--- src/rtl/alien_fire_ctrl.sv ---
// alien_fire_ctrl
// Enemy shot scheduler. It waits a randomised cooldown of MIN_GAP plus up to
// 2^GAP_BITS-1 extra frame ticks. It then scans the alien alive mask, one
// column per cycle, starting from a random column. The first living column it
// finds is offered to the bullet spawner over a valid/ready handshake.
//
// Optional feature macro: ALIEN_FIRE_AIMED_EN
//   When defined, the start column is taken from player_col_i (clamped to the
//   last column) whenever rand_i[CW] is set. Otherwise the start column is
//   random. When not defined, player_col_i is ignored.
module alien_fire_ctrl #(
  parameter int LEN      = 16,
  parameter int COLS     = 11,
  parameter int MIN_GAP  = 8,
  parameter int GAP_BITS = 5,
  localparam int CW      = $clog2(COLS)
) (
  input  logic            clk_i,
  input  logic            rst_i,
  input  logic            enable_i,
  input  logic            tick_i,
  input  logic [LEN-1:0]  rand_i,
  input  logic [COLS-1:0] alive_i,
  input  logic [CW-1:0]   player_col_i,
  output logic            fire_valid_o,
  output logic [CW-1:0]   fire_col_o,
  input  logic            fire_ready_i
);

  // Cooldown counter must hold MIN_GAP plus the largest random extra gap.
  localparam int CNT_W = $clog2(MIN_GAP + 2**GAP_BITS);

  localparam logic [CW:0]      COLS_X   = COLS[CW:0];
  localparam logic [CW-1:0]    LAST_COL = CW'(COLS - 1);
  localparam logic [CNT_W-1:0] CNT_MIN  = CNT_W'(MIN_GAP);

  typedef enum logic [1:0] {
    COOL  = 2'd0,
    SCAN  = 2'd1,
    OFFER = 2'd2
  } state_t;

  state_t            state_q, state_d;
  logic [CNT_W-1:0]  cnt_q, cnt_d;
  logic [CW-1:0]     idx_q, idx_d;
  logic [CW-1:0]     miss_q, miss_d;
  logic [CW-1:0]     fire_col_q, fire_col_d;
  logic              fire_valid_q, fire_valid_d;

  logic [CW-1:0]     start_col;
  logic [CNT_W-1:0]  reload_cnt;

  // Fold a CW-bit random value into 0..COLS-1. Because 2^CW < 2*COLS, one
  // conditional subtraction is always enough.
  function automatic logic [CW-1:0] wrap_col(input logic [CW-1:0] r);
    logic [CW:0] rx;
    rx = {1'b0, r};
    if (rx >= COLS_X) begin
      return CW'(rx - COLS_X);
    end
    return r;
  endfunction

  // Cooldown reload: the minimum gap plus a random extra taken from the top
  // bits of the LFSR word.
  function automatic logic [CNT_W-1:0] reload_val(input logic [GAP_BITS-1:0] g);
    return CNT_MIN + CNT_W'(g);
  endfunction

`ifdef ALIEN_FIRE_AIMED_EN
  // Saturate an out-of-range player column onto the last alien column.
  function automatic logic [CW-1:0] clamp_col(input logic [CW-1:0] c);
    if ({1'b0, c} >= COLS_X) begin
      return LAST_COL;
    end
    return c;
  endfunction

  assign start_col = rand_i[CW] ? clamp_col(player_col_i)
                                : wrap_col(rand_i[CW-1:0]);
`else
  assign start_col = wrap_col(rand_i[CW-1:0]);
`endif

  assign reload_cnt = reload_val(rand_i[LEN-1 -: GAP_BITS]);

  // Only some LFSR bits are consumed, and player_col_i is unused in the
  // default build. This reduction just marks those bits as intentionally
  // unused.
  logic unused_bits;
  assign unused_bits = ^{rand_i, player_col_i};

  // Next-state and output decode. Dropping enable_i wins over every state.
  always_comb begin
    state_d      = state_q;
    cnt_d        = cnt_q;
    idx_d        = idx_q;
    miss_d       = miss_q;
    fire_col_d   = fire_col_q;
    fire_valid_d = fire_valid_q;

    if (!enable_i) begin
      state_d      = COOL;
      cnt_d        = CNT_MIN;
      fire_valid_d = 1'b0;
    end else begin
      unique case (state_q)
        COOL: begin
          if (cnt_q == '0) begin
            state_d = SCAN;
            idx_d   = start_col;
            miss_d  = '0;
          end else if (tick_i) begin
            cnt_d = cnt_q - 1'b1;
          end
        end

        SCAN: begin
          if (alive_i[idx_q]) begin
            fire_col_d   = idx_q;
            fire_valid_d = 1'b1;
            state_d      = OFFER;
          end else if (miss_q == LAST_COL) begin
            // This is the COLS-th consecutive miss, so the mask is empty.
            state_d = COOL;
            cnt_d   = reload_cnt;
          end else begin
            idx_d  = (idx_q == LAST_COL) ? '0 : idx_q + 1'b1;
            miss_d = miss_q + 1'b1;
          end
        end

        OFFER: begin
          // fire_col is held even if that column dies while the offer waits.
          if (fire_ready_i) begin
            fire_valid_d = 1'b0;
            state_d      = COOL;
            cnt_d        = reload_cnt;
          end
        end

        default: begin
          state_d      = COOL;
          cnt_d        = CNT_MIN;
          fire_valid_d = 1'b0;
        end
      endcase
    end
  end

  // State and output registers with synchronous active-high reset.
  always_ff @(posedge clk_i) begin
    if (rst_i) begin
      state_q      <= COOL;
      cnt_q        <= CNT_MIN;
      idx_q        <= '0;
      miss_q       <= '0;
      fire_col_q   <= '0;
      fire_valid_q <= 1'b0;
    end else begin
      state_q      <= state_d;
      cnt_q        <= cnt_d;
      idx_q        <= idx_d;
      miss_q       <= miss_d;
      fire_col_q   <= fire_col_d;
      fire_valid_q <= fire_valid_d;
    end
  end

  assign fire_valid_o = fire_valid_q;
  assign fire_col_o   = fire_col_q;

endmodule

--- config.mk ---
export PLATFORM = sky130hd
export DESIGN_NAME = alien_fire_ctrl
export DESIGN_NICKNAME = d
export VERILOG_FILES = /design/src/rtl/alien_fire_ctrl.sv
export SDC_FILE = /design/constraint.sdc
export NUM_CORES = 1
export LEC_CHECK = 0
export ABC_AREA = 1
export ABC_CLOCK_PERIOD_IN_PS = 1810
export BUFFER_PORTS_ARGS = -buffer_cell sky130_fd_sc_hd__buf_4
export CORE_ASPECT_RATIO = 0.7
export CORE_UTILIZATION = 54
export CTS_BUF_LIST = sky130_fd_sc_hd__clkbuf_4 sky130_fd_sc_hd__clkbuf_8
export DETAILED_ROUTE_END_ITERATION = 8
export PLACE_DENSITY = 0.81
export SYNTH_ARGS = -nofsm -noshare
export SYNTH_HDL_FRONTEND = slang
export SYNTH_SLANG_ARGS = --single-unit
--- constraint.sdc ---
create_clock -name clk_i -period 1.81 [get_ports clk_i]
set_clock_uncertainty 0.05 [all_clocks]
set_input_delay 0 -clock clk_i [delete_from_list [all_inputs] [get_ports clk_i]]
set_output_delay 0 -clock clk_i [all_outputs]
set_load 0.02 [all_outputs]
# After elaboration in Yosys (flattened, before gate mapping)
# Index checks and enable logic that the tools add are counted.
[classes]
n_addsub = 5
div_mod_pow = 0
n_mul = 0
n_shift = 0
n_eq_ne = 13
reduce_logical = 9
bitwise = 2
order_cmp = 2
mux = 28
[op_table]
columns = ["op", "n"]
rows = [
  ["4-bit 2-to-1 mux", 9],
  ["6-bit 2-to-1 mux", 5],
  ["6-bit one-hot mux with 3 select lines", 1],
  ["2-bit inequality test (second input constant)", 8],
  ["4-bit one-hot mux with 2 select lines", 2],
  ["5-bit AND reduction", 2],
  ["3-bit AND reduction", 3],
  ["4-bit by 1-bit adder with 4-bit output (second input constant)", 2],
  ["4-bit == test (second input constant)", 2],
  ["2-bit 2-to-1 mux", 4],
  ["4-bit by 5-bit adder with 6-bit output (first input constant)", 1],
  ["6-bit zero test", 1],
  ["2-bit one-hot mux with 3 select lines", 1],
  ["6-bit by 1-bit subtractor with 6-bit output (second input constant)", 1],
  ["4-bit by 5-bit less-than comparator with 1-bit output (second input constant)", 1],
  ["1-bit binary-select mux with 4-bit select", 1],
  ["4-bit greater-or-equal comparator (second input constant)", 1],
  ["1-bit 2-to-1 mux", 4],
  ["4-bit subtractor (second input constant)", 1],
  ["3-bit inequality test (second input constant)", 1],
  ["1-bit one-hot mux with 3 select lines", 1],
  ["2-bit by 1-bit == test with 1-bit output (second input constant)", 1],
  ["2-bit == test (second input constant)", 1],
  ["2-bit zero test", 1],
  ["3 further kinds", 4],
]
[totals]
n_memories = 0
register_bits = 21
output_inout_bits = 5
mem_bits_ro = 0
latch_bits = 0
inputBits = 36
ram_bits = 0

# Depth between registers and ports, before layout
[depth]
ltp_word = 5
mapped_depth = 12
ltp_nobuf = 12

# Least setup slack after synthesis
# OpenSTA, ideal clock, no wires.
[synth_timing]
kind = "register to register"
from = "register cnt_q[0]"
to = "register miss_q[2]"
t_required_ps = 1645
period_less_slack_ps = 1622
setup_time_ps = 115
path_buffers = 1
t_arrival_ps = 1457
path_stages_with_launch = 13
path_slack_ps = 188
path_cell_list = "dfxtp_1 > inv_1 > ha_1 > inv_1 > nor2_2 > nand3_1 > nand2_1 > inv_1 > nor3_2 > buf_4 > nand3_1 > nand2_1 > nor2_1"
[synth_via]
elab_chain_cells = 3
[synth_rtl]
columns = ["element", "line_no", "rtl"]
rows = [
  ["start: declaration", "44", "logic [CNT_W-1:0] cnt_q, cnt_d;"],
  ["start signal: assignment", "162", "cnt_q <= cnt_d;"],
  ["6-bit zero test", "109", "if (cnt_q == '0) begin"],
  ["2-bit inequality test (no source line)", "n/a", ""],
  ["5-bit AND reduction (no source line)", "n/a", ""],
  ["end signal: assignment", "164", "miss_q <= miss_d;"],
  ["end: declaration", "46", "logic [CW-1:0] miss_q, miss_d;"],
]
# No other way between the ends.
# A chain may end at the register's enable or synchronous reset.

# Worst setup path in the final report
[layout_timing]
from = "register cnt_q[0]"
to = "register miss_q[3]"
# The elaborated chain is that of the path after synthesis.

==> metrics <==
Post-Syn Area per Cell=6.21 µm²; Die Wd=66.2 µm; Area growth syn-to-layout=27.8%; Die Height=47.0 µm; largest family of logic cells by synthesized area=simple AND/OR/NAND/NOR gates; Net Sw Power=382 µW; Vias=1688; pre-CTS WS=56.0 ps; Async SR Flop Fraction=0; worst-margin pin slew=432 ps; CTS root buffer=clkbuf_8; I/O pin count=41; port buffer count=29; fin crit period=1730 ps; Synth Area in XOR/XNOR=0.00562; Power Density=596 nW/µm²; max_slew headroom=0.712; CTS sink cnt=21; post-DR wirelength/cell=11.8 µm; Syn. warnings=0; Global Route Usage Sum=0.255; combinational cell fraction of total power=0.312; GP Congestion=0.815; Core ar.=2590 µm²; CP arrival=1850 ps; Largest stage delay, worst path=340 ps; EDFF count, synth=0; Post-DRT Antenna Nets=0; largest net degree at the start of global routing=24; worst vdd ir=0.000510 V; synth top area cells=dfxtp_1 (27%), nand2_1 (15%), inv_1 (8.7%); TNS Setup=0 ps; initial antenna violation count=0; Synth top area share=0.270; Syn Inst Count=251; clk_lat worst skew=260 ps; fin worst setup slack=77.4 ps; vias in the first global route=1358; total gr overflow=0; achievable frequency=577 MHz; cell leakage power=0.000949 µW; Seq/Total Area, Yosys=0.270; critical path endpoint category=register; CP top delay family=simple AND/OR/NAND/NOR gates; post-synthesis adder-cell area fraction=0.0722; required time of the critical path=1930 ps; Setup CP Type=reg -> reg; clock share of power=0.259; Layout Nets=339; worst-path cell chain=inv_2 -> ha_4 -> inv_1 -> nor2_2 -> nand3_2 -> nand2_2 -> inv_2 -> nor3_4 -> buf_6 -> nand3_1 -> nand2_1 -> nor2_1; H-tree Lvls=1; Post-Synth Simple-Gate Area=0.382; initial DRC count=147; DRC Markers=0; Synth Cell Area=1560 µm²; Via density=5.16; final slew viol count=0; Startpoint Class=register; mux contribution to synthesized area=0; HPWL after DPL=2760 µm; row cnt=15; CP most frequent cell=inv_2; Unique masters post-synth=25; Antenna Cells=0; TritonCTS Buffers=3; Initial Util=0.602; Clock transition at path regs=80 ps; Fin. Hold Viols=0; HP Class=in -> reg; sequential power share=0.430; P_int=806 µW; fillers=195; final setup fails=0; layout cells sized above 1=0.239; Sw Ratio=0.321; Final Power=1190 µW; Worst Path Max Fanout=6; Max-Cap Viols=0; Synth Area in Compound Gates=0.152; clock tree from TritonCTS=built; Die ar.=3110 µm²; clk buf depth=2; first-pass iteration count of the detailed router=5; count leader, synth=nand2_1; Seq cells post-synth=21; outcome=finished clean; ys flop type=dfxtp_1; post-synth top area cell=dfxtp_1; slowest CP cell=dfxtp_2; global-route wire length before repair=5920 µm; synth cell count leaders=nand2_1 (61), inv_1 (36), nor2_1 (32); DRT Wirelength=3850 µm; Tcrit/Tclk final=0.957; Post-Syn Nets=296; Worst Path Buf+Inv=4
kinds of logic after synthesis:
logic type	after synthesis
and+or+nand+nor	133
buffers and inverters	42
AOI/OAI and AO/OA	45
xor gates and xnor gates	1
DFF	21
adders and majority gates	9
final cells by class:
class                      count  area [µm²]  area share
inverter                      36         135      0.0678
clock buffer                   3        41.3      0.0207
timing repair buffer          44         340       0.171
clock inverter                 1        5.00     0.00251
sequential                    21         424       0.213
multi-input combinational    188        1000       0.504
tap                           34        42.5      0.0213
path summary, 6_finish.rpt:
check	cells past startpoint	start	slack [ps]	end
min reg2reg	2	fire_col_o[0]	410	fire_col_o[0]
max	12	cnt_q[0]	80	miss_q[3]
max reg2reg	12	cnt_q[0]	80	miss_q[3]
min	3	enable_i	20	fire_col_o[0]
worst min-delay path, cell delays in order:
cell     delay, ps
buf_4          140
nand4_1         80
a21oi_1         60
cells in the final DEF (no fill, tap or decap):
cell type,instances
dfxtp_1,18
nor3_4,2
nand2_2,3
a21oi_1,26
ha_4,1
o21ai_2,1
nor2_2,2
nand2_1,59
o21ai_0,15
inv_2,4
dlygate4sd3_1,1
ha_2,1
a21boi_0,1
nand2_8,1
buf_4,41
clkinv_2,1
inv_1,32
nand3_2,4
nand3b_1,1
nand3_1,20
o211ai_1,1
buf_6,2
xor2_1,1
a2bb2oi_1,1
nand2_4,1
dfxtp_2,3
nand4_1,5
nor3_1,3
clkbuf_8,3
nor2_1,32
ha_1,7
through the flow:
stage / hold WS, ps / instances / util / instance area (µm²)
final: 16.5 / 327 / 0.770 / 1990
after global routing: 25.3 / 327 / 0.770 / 1990
after detailed placement: 164 / 317 / 0.710 / 1840
after floorplan: 19.1 / 251 / - / 1560
after global placement: 173 / 317 / 0.710 / 1840
after CTS: 10.9 / 322 / 0.731 / 1890
flip-flops by register name (all words and copies together) (netlist names):
name / flops
state_q: 2
cnt_q: 6
fire_col_o: 4
idx_q: 4
fire_valid_o: 1
miss_q: 4
power groups by stage:
stage / clock, µW / combinational [µW] / sequential (µW)
after floorplan: 0 / 225 / 510
after global placement: 0 / 314 / 518
after detailed placement: 0 / 319 / 518
after CTS: 311 / 322 / 507
after global routing: 332 / 413 / 512
final: 307 / 370 / 510
routing by layer:
layer | vias to the layer above | GRT usage | share of wire
li1 | 895 | - | -
met5 | - | 0 | 0
met1 | 729 | 0.385 | 0.52
met3 | 6 | 0.0583 | 0.062
met4 | 0 | 0.0511 | 0.0094
met2 | 58 | 0.367 | 0.40
repair_timing:
item / CTS / global route
hold endpoints to repair: 4 / 0
setup buffers: 0 / 4
gates resized for setup: 0 / 20
setup endpoints to repair: 0 / 14
hold buffers: 1 / 0
No activity file was read; power rests on OpenSTA's default activity.
